===== config.mk =====
export PLATFORM = sky130hd
export DESIGN_NAME = dtcm_port_arbiter
export DESIGN_NICKNAME = d
export VERILOG_FILES = /design/src/rtl/dtcm_port_arbiter.sv
export SDC_FILE = /design/constraint.sdc
export NUM_CORES = 1
export LEC_CHECK = 0
export CORE_AREA = 2 2 117 119
export DETAILED_ROUTE_END_ITERATION = 6
export DIE_AREA = 0 0 119 121
export PLACE_DENSITY_LB_ADDON = 0.15
export SLEW_MARGIN = 20
export SYNTH_ARGS = -nofsm -noshare
export SYNTH_HDL_FRONTEND = slang
export SYNTH_SLANG_ARGS = --single-unit

===== constraint.sdc =====
create_clock -name clk -period 3.1 [get_ports clk]
set_input_delay 0.93 -clock clk [delete_from_list [all_inputs] [get_ports clk]]
set_output_delay 0.93 -clock clk [all_outputs]
set_load 0.03 [all_outputs]

===== src/rtl/dtcm_port_arbiter.sv =====
// rtl/dtcm_port_arbiter.sv - DTCM SRAM port sharing between core data port and external master
// Core has per-cycle priority; ext wins once it has been denied STARVE_LIMIT cycles in a row.
module dtcm_port_arbiter #(
  parameter int AW           = 32,
  parameter int DW           = 32,
  parameter int STARVE_LIMIT = 4
) (
  input  logic          clk,
  input  logic          rst_n,
  input  logic          core_mem_read,
  input  logic          core_mem_write,
  input  logic [AW-1:0] core_addr,
  input  logic [DW-1:0] core_wdata,
  output logic [DW-1:0] core_rdata,
  output logic          core_stall,
  input  logic          ext_valid,
  output logic          ext_ready,
  input  logic          ext_we,
  input  logic [AW-1:0] ext_addr,
  input  logic [DW-1:0] ext_wdata,
  output logic          ext_rsp_valid,
  output logic [DW-1:0] ext_rsp_rdata,
  output logic          mem_cs,
  output logic          mem_we,
  output logic [AW-1:0] mem_addr,
  output logic [DW-1:0] mem_wdata,
  input  logic [DW-1:0] mem_rdata
);

  typedef enum logic {IDLE, RD_WAIT} state_t;

  localparam logic [3:0] LIMIT = 4'(STARVE_LIMIT);

  state_t     state, state_nxt;
  logic [3:0] wait_cnt;
  logic       ext_rd_pend;
  logic       core_act, ext_force, grant_ext, grant_core;

  // Requests are masked by rst_n so every output is quiet while reset is held.
  assign core_act   = rst_n & (core_mem_read | core_mem_write) & (state == IDLE);
  assign ext_force  = (wait_cnt == LIMIT);
  assign grant_ext  = rst_n & ext_valid & (~core_act | ext_force);
  assign grant_core = core_act & ~grant_ext;

  always_ff @(posedge clk or negedge rst_n) begin
    if (!rst_n) begin
      state       <= IDLE;
      wait_cnt    <= 4'd0;
      ext_rd_pend <= 1'b0;
    end else begin
      state       <= state_nxt;
      ext_rd_pend <= grant_ext & ~ext_we;
      if (!ext_valid || grant_ext)
        wait_cnt <= 4'd0;
      else if (wait_cnt != LIMIT)
        wait_cnt <= wait_cnt + 4'd1;
    end
  end

  always_comb begin
    state_nxt  = state;
    core_stall = 1'b0;
    core_rdata = '0;
    case (state)
      IDLE: begin
        if (core_act) begin
          if (core_mem_read) begin
            core_stall = 1'b1;
            if (grant_core) state_nxt = RD_WAIT;
          end else begin
            core_stall = grant_ext;
          end
        end
      end
      RD_WAIT: begin
        core_rdata = mem_rdata;
        state_nxt  = IDLE;
      end
      default: state_nxt = IDLE;
    endcase
  end

  always_comb begin
    mem_cs    = grant_core | grant_ext;
    mem_we    = 1'b0;
    mem_addr  = '0;
    mem_wdata = '0;
    if (grant_ext) begin
      mem_we    = ext_we;
      mem_addr  = ext_addr;
      mem_wdata = ext_wdata;
    end else if (grant_core) begin
      // A simultaneous read and write from the core is treated as a read.
      mem_we    = ~core_mem_read;
      mem_addr  = core_addr;
      mem_wdata = core_wdata;
    end
  end

  assign ext_ready     = grant_ext;
  assign ext_rsp_valid = ext_rd_pend;
  assign ext_rsp_rdata = ext_rd_pend ? mem_rdata : '0;

endmodule


Word level (Yosys, flattened, before mapping)
Index checks and enable logic that the tools add are counted.
{"block": "totals", "out_inout_bits": 133, "wordCells": 40, "input_bits": 166, "ff_bits": 6}
{"block": "classes", "n_reduce_logical": 3, "muxes": 17, "add_sub_neg": 1, "n_eq_ne": 2, "n_bitwise": 14}
{"op": "$mux W32", "n": 6}
{"op": "$mux W1", "n": 8}
{"op": "$mux W4", "n": 2}
{"op": "$and A1 B1 Y1", "n": 6}
{"op": "$not A1 Y1", "n": 5}
{"op": "$add A4 B1 Y4 const B", "n": 1}
{"op": "$eq A4 B3 Y1 const B", "n": 1}
{"op": "$ne A4 B3 Y1 const B", "n": 1}
{"op": "$or A1 B1 Y1", "n": 3}
{"op": "$pmux W1 S2", "n": 1}
{"op": "$reduce_bool A2 Y1", "n": 1}
{"op": "$logic_not A1 Y1", "n": 1}
{"op": "$logic_or A1 B1 Y1", "n": 1}

Longest topological paths before layout
Gate-level depths: netlist of the first run.
{"block": "depth", "depth_word": 12, "ltp_mapped": 7, "ltp_nobuf": 5}

Least setup slack after synthesis of the first run
OpenSTA, ideal clock, no wires.
{"block": "synth_path", "path_kind": "in2out", "start": "input port core_mem_write", "end": "output port mem_addr[23]", "slack_ps": 110, "t_required_ps": 2170, "n_path_buf": 1, "arrival_time_ps": 2060, "stages": 4, "path_cell_list": "or2_1 > a31oi_4 > buf_2 > a22o_1"}
{"block": "synth_between", "elab_chain_cells": 10}
{"element": "start, declared", "line": "11", "source": "input logic core_mem_write,"}
{"element": "$or A1 B1 Y1 (*)", "line": "40", "source": "assign core_act = rst_n & (core_mem_read | core_mem_write) & (state == IDLE);"}
{"element": "$and A1 B1 Y1 (*) (2 in a row)", "line": "40"}
{"element": "$not A1 Y1 (*)", "line": "42", "source": "assign grant_ext = rst_n & ext_valid & (~core_act | ext_force);"}
{"element": "$or A1 B1 Y1 (*)", "line": "42"}
{"element": "$and A1 B1 Y1 (*)", "line": "42"}
{"element": "named net ext_ready", "line": "17", "source": "output logic ext_ready,"}
{"element": "$not A1 Y1", "line": "43", "source": "assign grant_core = core_act & ~grant_ext;"}
{"element": "$and A1 B1 Y1", "line": "43"}
{"element": "$mux W32", "line": "92", "source": "end else if (grant_core) begin"}
{"element": "$mux W32 (*)", "line": "88", "source": "if (grant_ext) begin"}
{"element": "end, declared", "line": "25", "source": "output logic [AW-1:0] mem_addr,"}
The timed path passes the listed nets; every way through them passes the cells marked *.

Final worst setup path of the first run
{"block": "layout_path", "start": "input port core_mem_write", "end": "output port mem_wdata[18]"}
{"block": "layout_between", "elab_chain_cells": 10}
{"element": "$or A1 B1 Y1 (*)", "line": "40"}
{"element": "$and A1 B1 Y1 (*) (2 in a row)", "line": "40"}
{"element": "$not A1 Y1", "line": "42"}
{"element": "$or A1 B1 Y1", "line": "42"}
{"element": "$and A1 B1 Y1", "line": "42"}
{"element": "$not A1 Y1", "line": "43"}
{"element": "$and A1 B1 Y1", "line": "43"}
{"element": "$mux W32", "line": "92"}
{"element": "$mux W32 (*)", "line": "88"}
{"element": "end, declared", "line": "26", "source": "output logic [DW-1:0] mem_wdata,"}
Every way passes the cells marked *; elsewhere a longest branch is shown, timed or not.

==> results of run 1 <==
-- sequential cells by signal, indices dropped and copies added (netlist names) --
name / count
wait_cnt: 4
state: 1
ext_rsp_valid: 1
-- logic make-up after synthesis --
family | count (synthesis)
compound gates | 72
simple gates | 83
mux | 1
xor+xnor | 1
buf+inv | 24
flops | 6
fa+ha+maj | 2
-- metrics by stage --
stage          hold slack (ps)  cells  power (mW)  worst slack [ps]
4_1_cts                    608    674        1.22              -179
3_3_place_gp               596    656       0.910              -480
6_report                   604    678        1.24             -95.6
5_1_grt                    637    678        1.29              -147
2_1_floorplan              535    189       0.458               110
3_5_place_dp               599    656       0.912              -558
-- worst paths after layout --
path	endpoint	slack, ps
worst max-delay path	mem_wdata[18]	-100
worst min-delay path	wait_cnt[1]	600
worst max register to register	state	1400
worst min register to register	wait_cnt[1]	600
max in group asynchronous	ext_rsp_valid	2310
min in group asynchronous	state	640
-- what timing repair did --
item,in CTS,in global routing
buffers inserted,10,2
endpoints found under the setup margin,67,65
cloned,6,3
gates resized for setup,68,13
pin swaps,30,26
-- worst register-to-register path, stage by stage (launching register included) --
cell	delay, ps
dfrtp_1	430
inv_1	100
ha_1	240
nand3b_4	150
o211a_4	330
buf_16	180
and2_1	160
-- per-layer routing --
| metal | GRT usage | wire length [um] | share of wire |
|---|---|---|---|
| met5 | 0 | 0 | 0 |
| met4 | 0.0305 | 168 | 0.014 |
| met2 | 0.309 | 6750 | 0.56 |
| met1 | 0.145 | 3940 | 0.33 |
| met3 | 0.0451 | 1150 | 0.096 |
-- synth_stat cells --
cell | n | share of area
or2_1 | 1 | 0.0041
mux2i_1 | 1 | 0.0066
a31oi_4 | 1 | 0.014
buf_6 | 8 | 0.060
inv_1 | 4 | 0.0099
xnor2_1 | 1 | 0.0058
and2b_4 | 1 | 0.0066
o211ai_1 | 1 | 0.0050
ha_1 | 2 | 0.017
buf_2 | 5 | 0.017
and2_1 | 65 | 0.27
a221oi_1 | 1 | 0.0058
o211a_1 | 1 | 0.0066
a211oi_1 | 1 | 0.0050
a21oi_1 | 1 | 0.0033
nand2_1 | 4 | 0.0099
dfrtp_1 | 6 | 0.099
nand3_1 | 7 | 0.023
nor2b_1 | 2 | 0.0083
buf_4 | 1 | 0.0050
nor2_1 | 1 | 0.0025
clkbuf_1 | 6 | 0.015
and3b_1 | 1 | 0.0058
nand3b_4 | 1 | 0.013
a22o_1 | 65 | 0.38
o311ai_0 | 1 | 0.0058
-- report_power, final --
part	switching, mW	internal [mW]
registers	0.00596	0.0838
clock network	0.0423	0.165
logic	0.426	0.519
-- area by class of cell --
class | count | area share
Sequential cell | 6 | 0.0287
Clock buffer | 3 | 0.0143
Tap cell | 176 | 0.0421
Inverter | 4 | 0.00287
Multi-Input combinational cell | 159 | 0.247
Timing Repair Buffer | 330 | 0.665
==> reports/results.txt, run 1 <==
status: finished, violations left
failing checks: setup timing
Pre-antenna DRT Iters: 4
final setup vio count: 38
post-synthesis xor/xnor area fraction: 0.00580
global placer's final weighted congestion: 0.779
r2r worst-path depth: 6
syn_nets: 357
max-slew violation count: 0
register area: 150 um^2
Max stage delay on crit path: 280 ps
largest net degree at the start of global routing: 33
CP Buf/Inv Count: 5
clk_lat worst skew: 230 ps
Worst R2R Start: wait_cnt[0]
setup_tns: -2210 ps
CP cell instances: buf_6 > or2_4 > a31oi_4 > buf_6 > buf_12 > buf_12 > a22o_1 > buf_12
HP Start: wait_cnt[1]
placed instance area: 4550 um^2
core area: 13100 um^2
worst hold path depth: 2
unrepaired setup endpoints after global routing: yes
initial antenna violation count: 0
leading cell type in the layout, fill and taps excluded: clkdlybuf4s50_1
via count: 2833
diode count: 0
Post-Syn Area per Cell: 7.99 um^2
crit-path max FO: 6
delay-heaviest family, CP: buffers and inverters
TritonCTS Buffers: 3
mux cell area share after synthesis: 0.00663
nature of the critical path endpoint: output pin
DR iter-0 viols: 61
synthesized area: 1510 um^2
Die H: 121 um
Max Root-Sink Buffers: 2
Seq/Total Area, Yosys: 0.0994
Compound-Gate Fraction of Synth Area: 0.423
H-tree depth: 1
share of layout cells above drive strength 1: 0.369
max cap viols: 0
final hold vios: 0
mean number of vias per cell: 4.18
Slew headroom: 0.761
IO Pins: 299
Critical Path AT: 2270 ps
YS warnings: 0
commonest non-fill, non-tap cells in the layout: clkdlybuf4s50_1, buf_4, and2_1, a22o_1, buf_6
Filler cells: 1331
Worst Setup Start Kind: primary input
Initial Util: 0.115
WL final: 12000 um
fin worst setup slack: -95.6 ps
Die Footprint: 14400 um^2
critical path's slowest cell: a31oi_4
Distinct cells, synth: 26
Final period util: 1.03
Root Buffer: clkbuf_16
Critical path origin: core_mem_write
Max VDD drop: 0.115 mV
Port Buffers: 298
CTS tree: yes
worst-margin pin slew: 357 ps
# DRC: 0
area used by multi-input combinational logic: 1290 um^2
synthesized flop and latch total: 6
area grow syn2layout: 247%
Synth Area in Simple Gates: 0.343
largest family of logic cells by synthesized area: compound AO/OA/AOI/OAI gates
Mapped Cells: 189
Hold Buf Count CTS: 0
leakage: 2.40 nW
# rows: 42
critical path class: in2out
gr usage total: 0.150
detailed placement HPWL: 9200 um
nets: 672
number of global-route vias before repair: 2897
Achievable Freq: 313 MHz
Routed WL per cell: 17.7 um
Pwr Density: 237 nW/um^2
Min-Delay Path Class: reg2reg
Levels on crit path: 8
Clock transition at path regs: 30 ps
ANT nets after route: 0
Final Util: 0.400
Worst Skew: 2.49 ps
adder-cell share of the synthesized area: 0.0166
fin area: 5240 um^2
required time worst endpoint: 2170 ps
first-pass GRT wire length: 16700 um
Sink Count: 6
minimum clock period: 3200 ps
Congestion Overflow GR: 0
Crit path top cell by count: buf_12
die width: 119 um
Power figures use the tool's default switching activity.
==> inputs of run 2 (changes only) <==
--- a/config.mk
+++ b/config.mk
@@ -13,3 +13,4 @@
 export SYNTH_ARGS = -nofsm -noshare
 export SYNTH_HDL_FRONTEND = slang
 export SYNTH_SLANG_ARGS = --single-unit
+export TNS_END_PERCENT = 50
==> run 2 against run 1 <==
Effect of this change:
- the flow still finishes with violations (setup timing)
- die area is the same
- non-clock buffer count decreased by 1
- combinational power decreased by 2.4%
- hold slack lost 5.4 ps
- wire length is 3.5% lower
- critical path type unchanged
==> reports/results.txt, run 2 (same netlist as run 1, synthesis figures left out) <==
R2R setup slack: 1380 ps
Die Footprint: 14400 um^2
# DRC: 0
Clk pwr share: 0.170
worst hold path depth: 2
via count: 2843
Pre-antenna DRT Iters: 4
Filler cells: 1348
ANT nets after route: 0
Initial Util: 0.115
Crit path top cell by count: buf_6
detailed placement HPWL: 9200 um
dpl cells: 656
max reg flops: 4
R2R Path End: ext_rsp_valid
power share of the combinational group: 0.756
Routed WL per cell: 17.1 um
Worst Setup Start Kind: primary input
area grow syn2layout: 242%
Sw Share: 0.381
H-tree depth: 1
worst-margin pin slew: 357 ps
first-pass GRT wire length: 16400 um
Final period util: 1.03
Reg power frac: 0.073
Slew headroom: 0.761
unrepaired setup endpoints after global routing: yes
commonest non-fill, non-tap cells in the layout: clkdlybuf4s50_1, buf_4, and2_1, a22o_1, buf_6
crit-path max FO: 6
final hold vios: 0
number of global-route vias before repair: 2893
Final Power: 1.22 mW
core area: 13100 um^2
Die H: 121 um
max cap viols: 0
Pwr Density: 236 nW/um^2
clk_lat worst skew: 230 ps
Worst R2R Start: wait_cnt[0]
final setup vio count: 41
Cell Int Power: 755 uW
max-slew violation count: 0
minimum clock period: 3200 ps
initial antenna violation count: 0
Finished Layout Cells: 677
Max stage delay on crit path: 270 ps
r2r worst-path depth: 8
IO Pins: 299
Max VDD drop: 0.115 mV
critical path's slowest cell: a31oi_4
gr usage total: 0.146
share of layout cells above drive strength 1: 0.359
Port Buffers: 298
Hold Buf Count CTS: 0
# rows: 42
Worst Skew: 2.35 ps
critical path class: in2out
Critical Path AT: 2270 ps
register area: 150 um^2
diode count: 0
area used by multi-input combinational logic: 1260 um^2
Psw: 464 uW
fin worst setup slack: -102 ps
hold worst-path end: wait_cnt[1]
WL final: 11600 um
most flop-heavy register: wait_cnt
TritonCTS Buffers: 3
CP cell instances: buf_6 > or2_4 > a31oi_4 > buf_6 > buf_12 > buf_12 > a22o_1 > buf_6
Min-Delay Path Class: reg2reg
Clock transition at path regs: 30 ps
CTS tree: yes
Sink Count: 6
leakage: 2.36 nW
DR iter-0 viols: 68
HP Start: wait_cnt[1]
global placer's final weighted congestion: 0.779
Max Root-Sink Buffers: 2
Achievable Freq: 312 MHz
mean number of vias per cell: 4.20
largest net degree at the start of global routing: 41
failing checks: setup timing
nature of the critical path endpoint: output pin
Root Buffer: clkbuf_16
status: finished, violations left
leading cell type in the layout, fill and taps excluded: clkdlybuf4s50_1
required time worst endpoint: 2170 ps
die width: 119 um
nets: 671
Congestion Overflow GR: 0
==> run 2: worst max-delay path by stage <==
stage	to	start	slack, ps
4_1_cts	mem_addr[16]	core_mem_read	-180
5_1_grt	mem_wdata[22]	core_mem_write	-130
2_1_floorplan	mem_addr[23]	core_mem_write	110
6_report	mem_addr[18]	core_mem_write	-100
3_5_place_dp	mem_addr[18]	core_mem_read	-560
3_3_place_gp	mem_addr[18]	core_mem_read	-480
==> run 2: critical path, delay by kind of cell <==
| family | cells | cell delay, ps |
|---|---|---|
| compound gates | 2 | 460 |
| simple gates | 1 | 250 |
| buf+inv | 5 | 620 |
==> run 2: routing by layer <==
layer  routed length [um]  up-vias  global-route usage
met5                    0        -                   0
met4                  161        0              0.0305
met3                 1100       14              0.0428
met2                 6510      206               0.301
met1                 3820     1291               0.141
li1                     -     1332                   -
==> run 2: area by class of cell <==
class,count,share of cell area
repair buffers,329,0.667
multi-input cells,159,0.243
well taps,176,0.0427
flip-flops and latches,6,0.0291
clock buffers,3,0.0145
inverters,4,0.00291
==> run 2: what timing repair did <==
item                                    in CTS  in global routing
setup buffers                               10                  2
pin swaps                                   31                 25
gates cloned                                 5                  2
endpoints found under the setup margin      67                 63
resized for setup                           68                  9
==> run 2: through the flow <==
stage	setup TNS (ps)	util	setup WS (ps)	hold slack (ps)	cell area, um^2
after floorplan	0	-	110	535	1510
after global placement	-27020	0.348	-480	596	4550
after detailed placement	-31850	0.348	-558	599	4550
after CTS	-2670	0.388	-179	608	5080
after global routing	-4190	0.394	-130	637	5160
final	-2170	0.394	-102	599	5160
==> run 2: power groups by stage <==
stage	Clock (mW)	Sequential, mW	Combinational (mW)
global placement	0	0.0902	0.819
detailed placement	0	0.0903	0.822
floorplan	0	0.0903	0.367
finish	0.207	0.0894	0.922
global route	0.216	0.0901	0.965
CTS	0.211	0.0894	0.915
==> inputs of run 3 (changes only) <==
--- a/config.mk
+++ b/config.mk
@@ -8,7 +8,7 @@
 export CORE_AREA = 2 2 117 119
 export DETAILED_ROUTE_END_ITERATION = 6
 export DIE_AREA = 0 0 119 121
-export PLACE_DENSITY_LB_ADDON = 0.15
+export PLACE_DENSITY = 0.52
 export SLEW_MARGIN = 20
 export SYNTH_ARGS = -nofsm -noshare
 export SYNTH_HDL_FRONTEND = slang
==> run 3 against run 2 <==
Effect of this change:
- the run still ends with setup timing left
- wire length up 5.4%
- final area down 2.7%
- power down 1.4%
- sequential power up 0.6%
- critical endpoint is now mem_addr[13]
==> reports/results.txt, run 3 (same netlist as run 1, synthesis figures left out) <==
status: finished, violations left
failing checks: setup timing
area grow syn2layout: 232%
Pwr Density: 239 nW/um^2
Pre-antenna DRT Iters: 4
first-pass GRT wire length: 16900 um
required time worst endpoint: 2170 ps
detailed placement HPWL: 9400 um
ANT nets after route: 0
nets: 664
final hold vios: 0
GR Layer Usage met2: 0.301
max reg flops: 4
Achievable Freq: 322 MHz
max cap viols: 0
pre-CTS WS: -413 ps
R2R setup slack: 1380 ps
gr usage total: 0.153
fin worst setup slack: -4.94 ps
leakage: 2.30 nW
Min-Delay Path Class: reg2reg
WL final: 12200 um
Fin Hold WS: 603 ps
crit-path max FO: 9
nature of the critical path endpoint: output pin
Worst Skew: 2.40 ps
H-tree depth: 1
hold worst-path end: wait_cnt[1]
IO Pins: 299
final setup vio count: 3
worst hold path depth: 2
Slew headroom: 0.784
Max VDD drop: 0.170 mV
Worst Setup Start Kind: primary input
share of layout cells above drive strength 1: 0.348
register area: 150 um^2
R2R Path End: ext_rsp_valid
diode count: 0
Congestion Overflow GR: 0
TritonCTS Buffers: 3
number of global-route vias before repair: 2848
HP Start: wait_cnt[1]
clk_lat worst skew: 220 ps
critical path class: in2out
met1 Track Usage GR: 0.169
Sink Count: 6
via count: 2763
global placer's final weighted congestion: 0.793
area used by multi-input combinational logic: 1250 um^2
initial antenna violation count: 0
Initial Util: 0.115
Worst R2R Start: wait_cnt[0]
Die H: 121 um
met3 Track Usage GR: 0.0367
CTS tree: yes
# rows: 42
Port Buffers: 298
Die Footprint: 14400 um^2
Critical Path AT: 2170 ps
largest net degree at the start of global routing: 33
# DRC: 0
Clock transition at path regs: 30 ps
die width: 119 um
Max Root-Sink Buffers: 2
Root Buffer: clkbuf_16
leading cell type in the layout, fill and taps excluded: clkdlybuf4s50_1
unrepaired setup endpoints after global routing: yes
core area: 13100 um^2
Routed WL per cell: 18.2 um
max-slew violation count: 0
Final period util: 1.00
DR iter-0 viols: 114
r2r worst-path depth: 7
minimum clock period: 3100 ps
mean number of vias per cell: 4.12
commonest non-fill, non-tap cells in the layout: clkdlybuf4s50_1, buf_4, and2_1, a22o_1, buf_6
worst-margin pin slew: 319 ps
GRT Max-Usage Layer: met2
most flop-heavy register: wait_cnt
Filler cells: 1338
[run 3: worst max path at each step]
stage	start	to	slack (ps)	cells after the start
global placement	core_mem_read	mem_wdata[29]	-390	6
detailed placement	core_mem_read	mem_addr[9]	-410	6
finish	core_mem_write	mem_addr[13]	-5	7
floorplan	core_mem_write	mem_addr[23]	110	4
CTS	core_mem_read	mem_addr[21]	-40	8
global route	core_mem_write	mem_we	-40	7
[run 3: area by class of cell]
type / count / share of cell area
timing repair buffer: 322 / 0.660
multi-input combinational: 159 / 0.249
tap: 176 / 0.0439
sequential: 6 / 0.0299
clock buffer: 3 / 0.0150
inverter: 4 / 0.00299
[run 3: through the flow]
step                power, mW  utilization  cells  instance area (um^2)  setup TNS [ps]
floorplan               0.458            -    189                  1510               0
global placement        0.890        0.341    655                  4470          -23290
detailed placement      0.890        0.341    655                  4470          -23900
CTS                      1.18        0.373    671                  4880            -434
global route             1.26        0.384    670                  5020            -614
finish                   1.20        0.384    670                  5020           -7.38
[run 3: per-layer routing]
| metal | up-vias | wire length [um] |
|---|---|---|
| li1 | 1322 | - |
| met1 | 1255 | 4580 |
| met2 | 182 | 6520 |
| met3 | 4 | 1050 |
| met4 | 0 | 71 |
| met5 | - | 0 |
[run 3: what timing repair did]
item / in CTS / in global routing
buffers inserted: 7 / 0
gates resized for setup: 43 / 44
hold buffers: 0 / 0
pin swaps: 20 / 21
cloned: 6 / 1
endpoints found under the setup margin: 67 / 45
[run 3: report_power, final]
group / internal (mW) / switching [mW] / total (mW)
registers: 0.0837 / 0.00619 / 0.0899
logic: 0.489 / 0.419 / 0.908
clock network: 0.165 / 0.0393 / 0.205
[run 3: critical path: stages]
cell	delay [ps]
buf_6	90
or2_4	250
a31oi_4	250
buf_8	180
buf_12	140
a22o_1	180
buf_6	140
